### config.mk
export PLATFORM = sky130hd
export DESIGN_NAME = lb_uart_rx_core
export DESIGN_NICKNAME = d
export VERILOG_FILES = /design/src/rtl/lb_uart_pkg.sv /design/src/rtl/lb_uart_rx_sampler.sv /design/src/rtl/lb_uart_rx_core.sv
export SDC_FILE = /design/constraint.sdc
export NUM_CORES = 1
export LEC_CHECK = 0
export BUFFER_PORTS_ARGS = -buffer_cell sky130_fd_sc_hd__clkbuf_2
export CORE_MARGIN = 2
export CORE_UTILIZATION = 50
export CTS_CLUSTER_SIZE = 10
export DETAILED_ROUTE_END_ITERATION = 16
export GPL_ROUTABILITY_DRIVEN = 0
export PLACE_DENSITY = 0.72
export SLEW_MARGIN = 30
export SYNTH_ARGS = -nofsm -noshare
export SYNTH_HDL_FRONTEND = slang
export SYNTH_SLANG_ARGS = --single-unit
### constraint.sdc
create_clock -name clk -period 2.64 [get_ports clk]
set_input_delay 0.264 -clock clk [delete_from_list [all_inputs] [get_ports clk]]
set_output_delay 0.264 -clock clk [all_outputs]
set_load 0.01 [all_outputs]
### src/rtl/lb_uart_pkg.sv
// Shared UART definitions: receiver states, frame
// constants and parity helper for both TX and RX.
package lb_uart_pkg;

  typedef enum logic [2:0] {
    RX_IDLE,
    RX_START,
    RX_DATA,
    RX_PARITY,
    RX_STOP
  } rx_state_e;

  localparam int unsigned UART_MIN_BAUD = 4;
  localparam int unsigned UART_DATA7    = 7;
  localparam int unsigned UART_DATA8    = 8;

  // Expected parity bit for d; odd=1 selects odd parity.
  function automatic logic uart_parity(
    input logic [7:0] d,
    input logic       odd
  );
    return (^d) ^ odd;
  endfunction

  // Cycles per bit actually used; small values clamp.
  function automatic logic [19:0] uart_eff_baud(
    input logic [19:0] b
  );
    if (b < 20'(UART_MIN_BAUD))
      return 20'(UART_MIN_BAUD);
    return b;
  endfunction

endpackage

### src/rtl/lb_uart_rx_sampler.sv
// RX line front end: 2-flop sync, falling-edge detect,
// baud counter with one-cycle sample strobe.
// Ports: clk, reset, rx (async line), baud_value,
//   load (edge accepted, arm half-bit count),
//   run (frame active), rx_s (synced line),
//   fall (falling edge), sample (sample point strobe).
module lb_uart_rx_sampler
  import lb_uart_pkg::*;
(
  input  logic        clk,
  input  logic        reset,
  input  logic        rx,
  input  logic [19:0] baud_value,
  input  logic        load,
  input  logic        run,
  output logic        rx_s,
  output logic        fall,
  output logic        sample
);

  logic        sync1_q, sync1_d;
  logic        sync2_q, sync2_d;
  logic        prev_q,  prev_d;
  logic [19:0] baud_q,  baud_d;
  logic [19:0] cnt_q,   cnt_d;
  logic [19:0] eff;

  assign eff = uart_eff_baud(baud_value);

  always_comb begin
    sync1_d = rx;
    sync2_d = sync1_q;
    prev_d  = sync2_q;
    baud_d  = baud_q;
    cnt_d   = cnt_q;
    if (load) begin
      // First strobe lands half a bit after the edge.
      baud_d = eff;
      cnt_d  = (eff >> 1) - 20'd1;
    end else if (run) begin
      if (cnt_q == 20'd0)
        cnt_d = baud_q - 20'd1;
      else
        cnt_d = cnt_q - 20'd1;
    end
  end

  always_ff @(posedge clk) begin
    if (reset) begin
      sync1_q <= 1'b1;
      sync2_q <= 1'b1;
      prev_q  <= 1'b1;
      baud_q  <= 20'(UART_MIN_BAUD);
      cnt_q   <= '0;
    end else begin
      sync1_q <= sync1_d;
      sync2_q <= sync2_d;
      prev_q  <= prev_d;
      baud_q  <= baud_d;
      cnt_q   <= cnt_d;
    end
  end

  assign rx_s   = sync2_q;
  assign fall   = prev_q & ~sync2_q;
  assign sample = run & (cnt_q == 20'd0);

endmodule

### src/rtl/lb_uart_rx_core.sv
// UART receive core: frame FSM, shift register and
// parity/framing error reporting.
// Ports: clk, reset (sync, high), rx, baud_value,
//   bit8, parity_en, odd_n_even, cs (enable);
//   data, rx_done (pulse), parity_err, frame_err,
//   rx_busy.
module lb_uart_rx_core
  import lb_uart_pkg::*;
(
  input  logic        clk,
  input  logic        reset,
  input  logic        rx,
  input  logic [19:0] baud_value,
  input  logic        bit8,
  input  logic        parity_en,
  input  logic        odd_n_even,
  input  logic        cs,
  output logic [7:0]  data,
  output logic        rx_done,
  output logic        parity_err,
  output logic        frame_err,
  output logic        rx_busy
);

  rx_state_e   state_q, state_d;
  logic [2:0]  idx_q,   idx_d;
  logic [7:0]  sh_q,    sh_d;
  logic        b8_q,    b8_d;
  logic        pen_q,   pen_d;
  logic        odd_q,   odd_d;
  logic        pbit_q,  pbit_d;
  logic [7:0]  data_q,  data_d;
  logic        done_q,  done_d;
  logic        perr_q,  perr_d;
  logic        ferr_q,  ferr_d;
  logic        busy_q,  busy_d;

  logic        rx_s;
  logic        fall;
  logic        sample;
  logic        load;
  logic        run;
  logic [2:0]  last_idx;

  assign run  = (state_q != RX_IDLE);
  assign load = (state_q == RX_IDLE) & cs & fall;

  assign last_idx = b8_q ? 3'(UART_DATA8 - 1)
                         : 3'(UART_DATA7 - 1);

  lb_uart_rx_sampler u_sampler (
    .clk        (clk),
    .reset      (reset),
    .rx         (rx),
    .baud_value (baud_value),
    .load       (load),
    .run        (run),
    .rx_s       (rx_s),
    .fall       (fall),
    .sample     (sample)
  );

  always_comb begin
    state_d = state_q;
    idx_d   = idx_q;
    sh_d    = sh_q;
    b8_d    = b8_q;
    pen_d   = pen_q;
    odd_d   = odd_q;
    pbit_d  = pbit_q;
    data_d  = data_q;
    done_d  = 1'b0;
    perr_d  = perr_q;
    ferr_d  = ferr_q;
    unique case (state_q)
      RX_IDLE: begin
        if (load) begin
          state_d = RX_START;
          idx_d   = '0;
          // Cleared so 7-bit frames leave bit 7 at 0.
          sh_d    = '0;
          b8_d    = bit8;
          pen_d   = parity_en;
          odd_d   = odd_n_even;
          pbit_d  = 1'b0;
        end
      end
      RX_START: begin
        if (sample)
          state_d = rx_s ? RX_IDLE : RX_DATA;
      end
      RX_DATA: begin
        if (sample) begin
          sh_d[idx_q] = rx_s;
          if (idx_q == last_idx)
            state_d = pen_q ? RX_PARITY : RX_STOP;
          else
            idx_d = idx_q + 3'd1;
        end
      end
      RX_PARITY: begin
        if (sample) begin
          pbit_d  = rx_s;
          state_d = RX_STOP;
        end
      end
      RX_STOP: begin
        if (sample) begin
          state_d = RX_IDLE;
          done_d  = 1'b1;
          data_d  = sh_q;
          ferr_d  = ~rx_s;
          perr_d  = pen_q &
            (pbit_q != uart_parity(sh_q, odd_q));
        end
      end
      default: state_d = RX_IDLE;
    endcase
    // Disable aborts the frame; results stay as they were.
    if (run && !cs) begin
      state_d = RX_IDLE;
      done_d  = 1'b0;
      data_d  = data_q;
      perr_d  = perr_q;
      ferr_d  = ferr_q;
    end
    busy_d = (state_d != RX_IDLE);
  end

  always_ff @(posedge clk) begin
    if (reset) begin
      state_q <= RX_IDLE;
      idx_q   <= '0;
      sh_q    <= '0;
      b8_q    <= 1'b0;
      pen_q   <= 1'b0;
      odd_q   <= 1'b0;
      pbit_q  <= 1'b0;
      data_q  <= '0;
      done_q  <= 1'b0;
      perr_q  <= 1'b0;
      ferr_q  <= 1'b0;
      busy_q  <= 1'b0;
    end else begin
      state_q <= state_d;
      idx_q   <= idx_d;
      sh_q    <= sh_d;
      b8_q    <= b8_d;
      pen_q   <= pen_d;
      odd_q   <= odd_d;
      pbit_q  <= pbit_d;
      data_q  <= data_d;
      done_q  <= done_d;
      perr_q  <= perr_d;
      ferr_q  <= ferr_d;
      busy_q  <= busy_d;
    end
  end

  assign data       = data_q;
  assign rx_done    = done_q;
  assign parity_err = perr_q;
  assign frame_err  = ferr_q;
  assign rx_busy    = busy_q;

endmodule
==> impl_metrics.ini <==
[status]
outcome = complete, no violations

[layout]
n_fill_cell = 635
regArea_mm2 = 0.00147
fin_nets = 558
diodes = 0
drive_gt1_share_pct = 26.8
multi_input_area_mm2 = 0.00231
final_cells = 633
final_area_mm2 = 0.00470
area_delta_synth_final_pct = 25.1

[setup_path]
arrival_ps = 2870
slowest_delay_ps = 600
cp-start-kind = flop
crit_slowest_cell = or4b_4
end_kind = flop
worstPathCellList = or4b_4 > o31ai_2 > o2111ai_2 > a21oi_4 > nand4_4 > nor3_1 > xnor2_1 > a211oi_1
reg2reg_slack_ps = 20
required_ps = 2900
worstSetupPathType = flop to flop
path_max_fanout = 6

[power]
cell_internal_pwr_mw = 1.87
vdd_drop_max_uv = 353
leakagePower_nw = 1.74
p_seq_share_pct = 42.4
power.density_mw_per_mm2 = 581
clkPwrFrac_pct = 32.2
switching_share_pct = 31.4
power.net_switching_uw = 855
combPwrFrac_pct = 25.4

[yosys]
yosysTopAreaCellShare_pct = 38.9
yosys-top-cells-count = dfxtp_1, nand2_1, nor2_1
synth-edff-count = 0
seq_area_frac_synth_pct = 38.9
synth_area_leaders = dfxtp_1, nand2_1, nor2_1
yosys.area.top_type = dfxtp_1
synth_flop_cell = dfxtp_1
syn-num-nets = 491
ys_seq_elements = 73
yosys_warnings = 0
synthesis.instances = 462
synth_area_per_cell_um2 = 8.12
yosysUniqueCellTypes = 57
async_reset_ff_share_pct = 0
yosys.cell_count.top_type = dfxtp_1
netlist_area_mm2 = 0.00375

[grt]
grt_pass1_wl_um = 16400
grt_pass1_vias = 3471
antenna_found_initial = 0
grt_max_degree = 52
overflow = 0
grt_usage_pct = 24.3

[placement]
dpl_cell_area_mm2 = 0.00431
portBuffers = 38
dp_hpwl_um = 6980
dp_cells = 614

[floorplan]
die_w_um = 90.6
die_h_um = 90.6
die-area_mm2 = 0.00822
ioPinCount = 39
coreArea_mm2 = 0.00725
fp-row-count = 31
start_util_pct = 51.8

[sta]
fin_crit_ps = 2620
slew_headroom_pct = 38.1
skew_ps = 8.16
hold_ws_ps = 92.3
rsz0062_at_grt = true
setup_viol = 0
finalMaxSlewViolations = 0
fmax_ghz = 0.382
hold_viol = 0
fin_crit_sh_pct = 99.1
tightestPinTransition_ps = 928

[cts]
clock_path_buffers = 2
clock_latency_ps = 350
root_buffer = clkbuf_8
cts_hold_buf = 0
cts.sinks = 73
clkSlewWorstSetupHoldPaths_ps = 80
ctsHtreeMaxLevel = 3
cts_made_buffers = 9
cts_tree = done

[drt]
first_pass_iters = 5
drt_wl_total_um = 10300
drtIter0Drc = 259
avgViaCountPerCell = 5.84
ant_nets = 0
vias = 3696
drc = 0
wl_per_cell_um = 16.2

[run]
drv_cap = 0

[hold_path]
holdCritPathClass = input pin to flop
## worst paths after layout
check	start	end	cells past startpoint
min reg2reg	u_sampler.sync1_q$_SDFF_PP1_	u_sampler.rx_s$_SDFF_PP1_	1
max reg2reg	state_q[0]$_SDFF_PP0_	u_sampler.cnt_q[14]$_SDFFE_PP0P_	8
min	rx	u_sampler.sync1_q$_SDFF_PP1_	2
max	state_q[0]$_SDFF_PP0_	u_sampler.cnt_q[14]$_SDFFE_PP0P_	8
## flip-flops by register name, summed over array words and instances, names as in the netlist, 3 cells and up
signal            flops
data                  8
idx_q                 3
sh_q                  8
state_q               3
u_sampler.baud_q     20
u_sampler.cnt_q      20
## per-layer routing
| metal | GRT usage, % | vias to the layer above | wire [um] |
|---|---|---|---|
| met3 | 5.43 | 22 | 656 |
| met5 | 0 | - | 0 |
| met1 | 31.5 | 1729 | 4480 |
| met2 | 40.2 | 152 | 4930 |
| li1 | - | 1793 | - |
| met4 | 7.95 | 0 | 209 |
## worst max-delay path: cells and delay by family (launching register included)
kind / cells / cell delay [ps]
xor+xnor: 1 / 100
flops: 1 / 340
simple gates: 3 / 1100
compound gates: 4 / 970
## what timing repair did
| item | 4_1_cts | 5_1_grt |
|---|---|---|
| endpoints found under the setup margin | 5 | 16 |
| buffers inserted | 0 | 3 |
| endpoints found under the hold margin | 0 | 0 |
| resized for setup | 4 | 27 |
| pin swaps | 0 | 11 |
## per-stage QoR
step	setup slack (ps)	power [mW]	utilization (%)	TNS, ps
after floorplan	162	1.55	-	0
after global placement	37.2	1.75	59.4	0
after detailed placement	-73.4	1.76	59.4	-159
after CTS	-22.3	2.64	62.4	-22.3
after global routing	-79.6	2.84	64.8	-170
final	23.5	2.73	64.8	0
## power groups by stage
stage	clock network (mW)	registers [mW]	logic, mW
finish	0.878	1.16	0.694
global route	0.940	1.16	0.742
CTS	0.890	1.15	0.599
detailed placement	0	1.18	0.587
global placement	0	1.18	0.574
floorplan	0	1.17	0.379
## final cells by class
type | instances | share of cell area [%]
Multi-Input combinational cell | 356 | 49.3
Tap cell | 99 | 2.64
Sequential cell | 73 | 31.2
Clock buffer | 10 | 2.72
Inverter | 3 | 0.240
Timing Repair Buffer | 86 | 12.5
Clock inverter | 6 | 1.44
## cells in the final DEF (no fill, tap or decap), types with 4 or more instances in the layout
cell      instances
a31oi_1           5
nor3_1           18
dfxtp_1          70
mux2i_1          18
buf_4            45
clkbuf_2         37
nand2b_1          6
xor2_1            8
a21oi_1          36
nand3_1          10
a211oi_1         16
o21ai_0          12
nor2_1           57
nand2_1          62
o211ai_1          5
xnor2_1          17
nor4_1            7
or2_2             4
clkbuf_8          9
and3_1            4
## kinds of logic (layout without fill, tap and decap cells)
kind of cell,after synthesis,in the layout,share of synthesized area (%)
simple gates,205,205,26.8
compound gates,106,106,19.2
flops,73,73,38.9
buf+inv,33,105,3.77
xor+xnor,25,25,5.83
mux,18,18,4.80
fa+ha+maj,2,2,0.667
(Power assumes the default switching activity.)
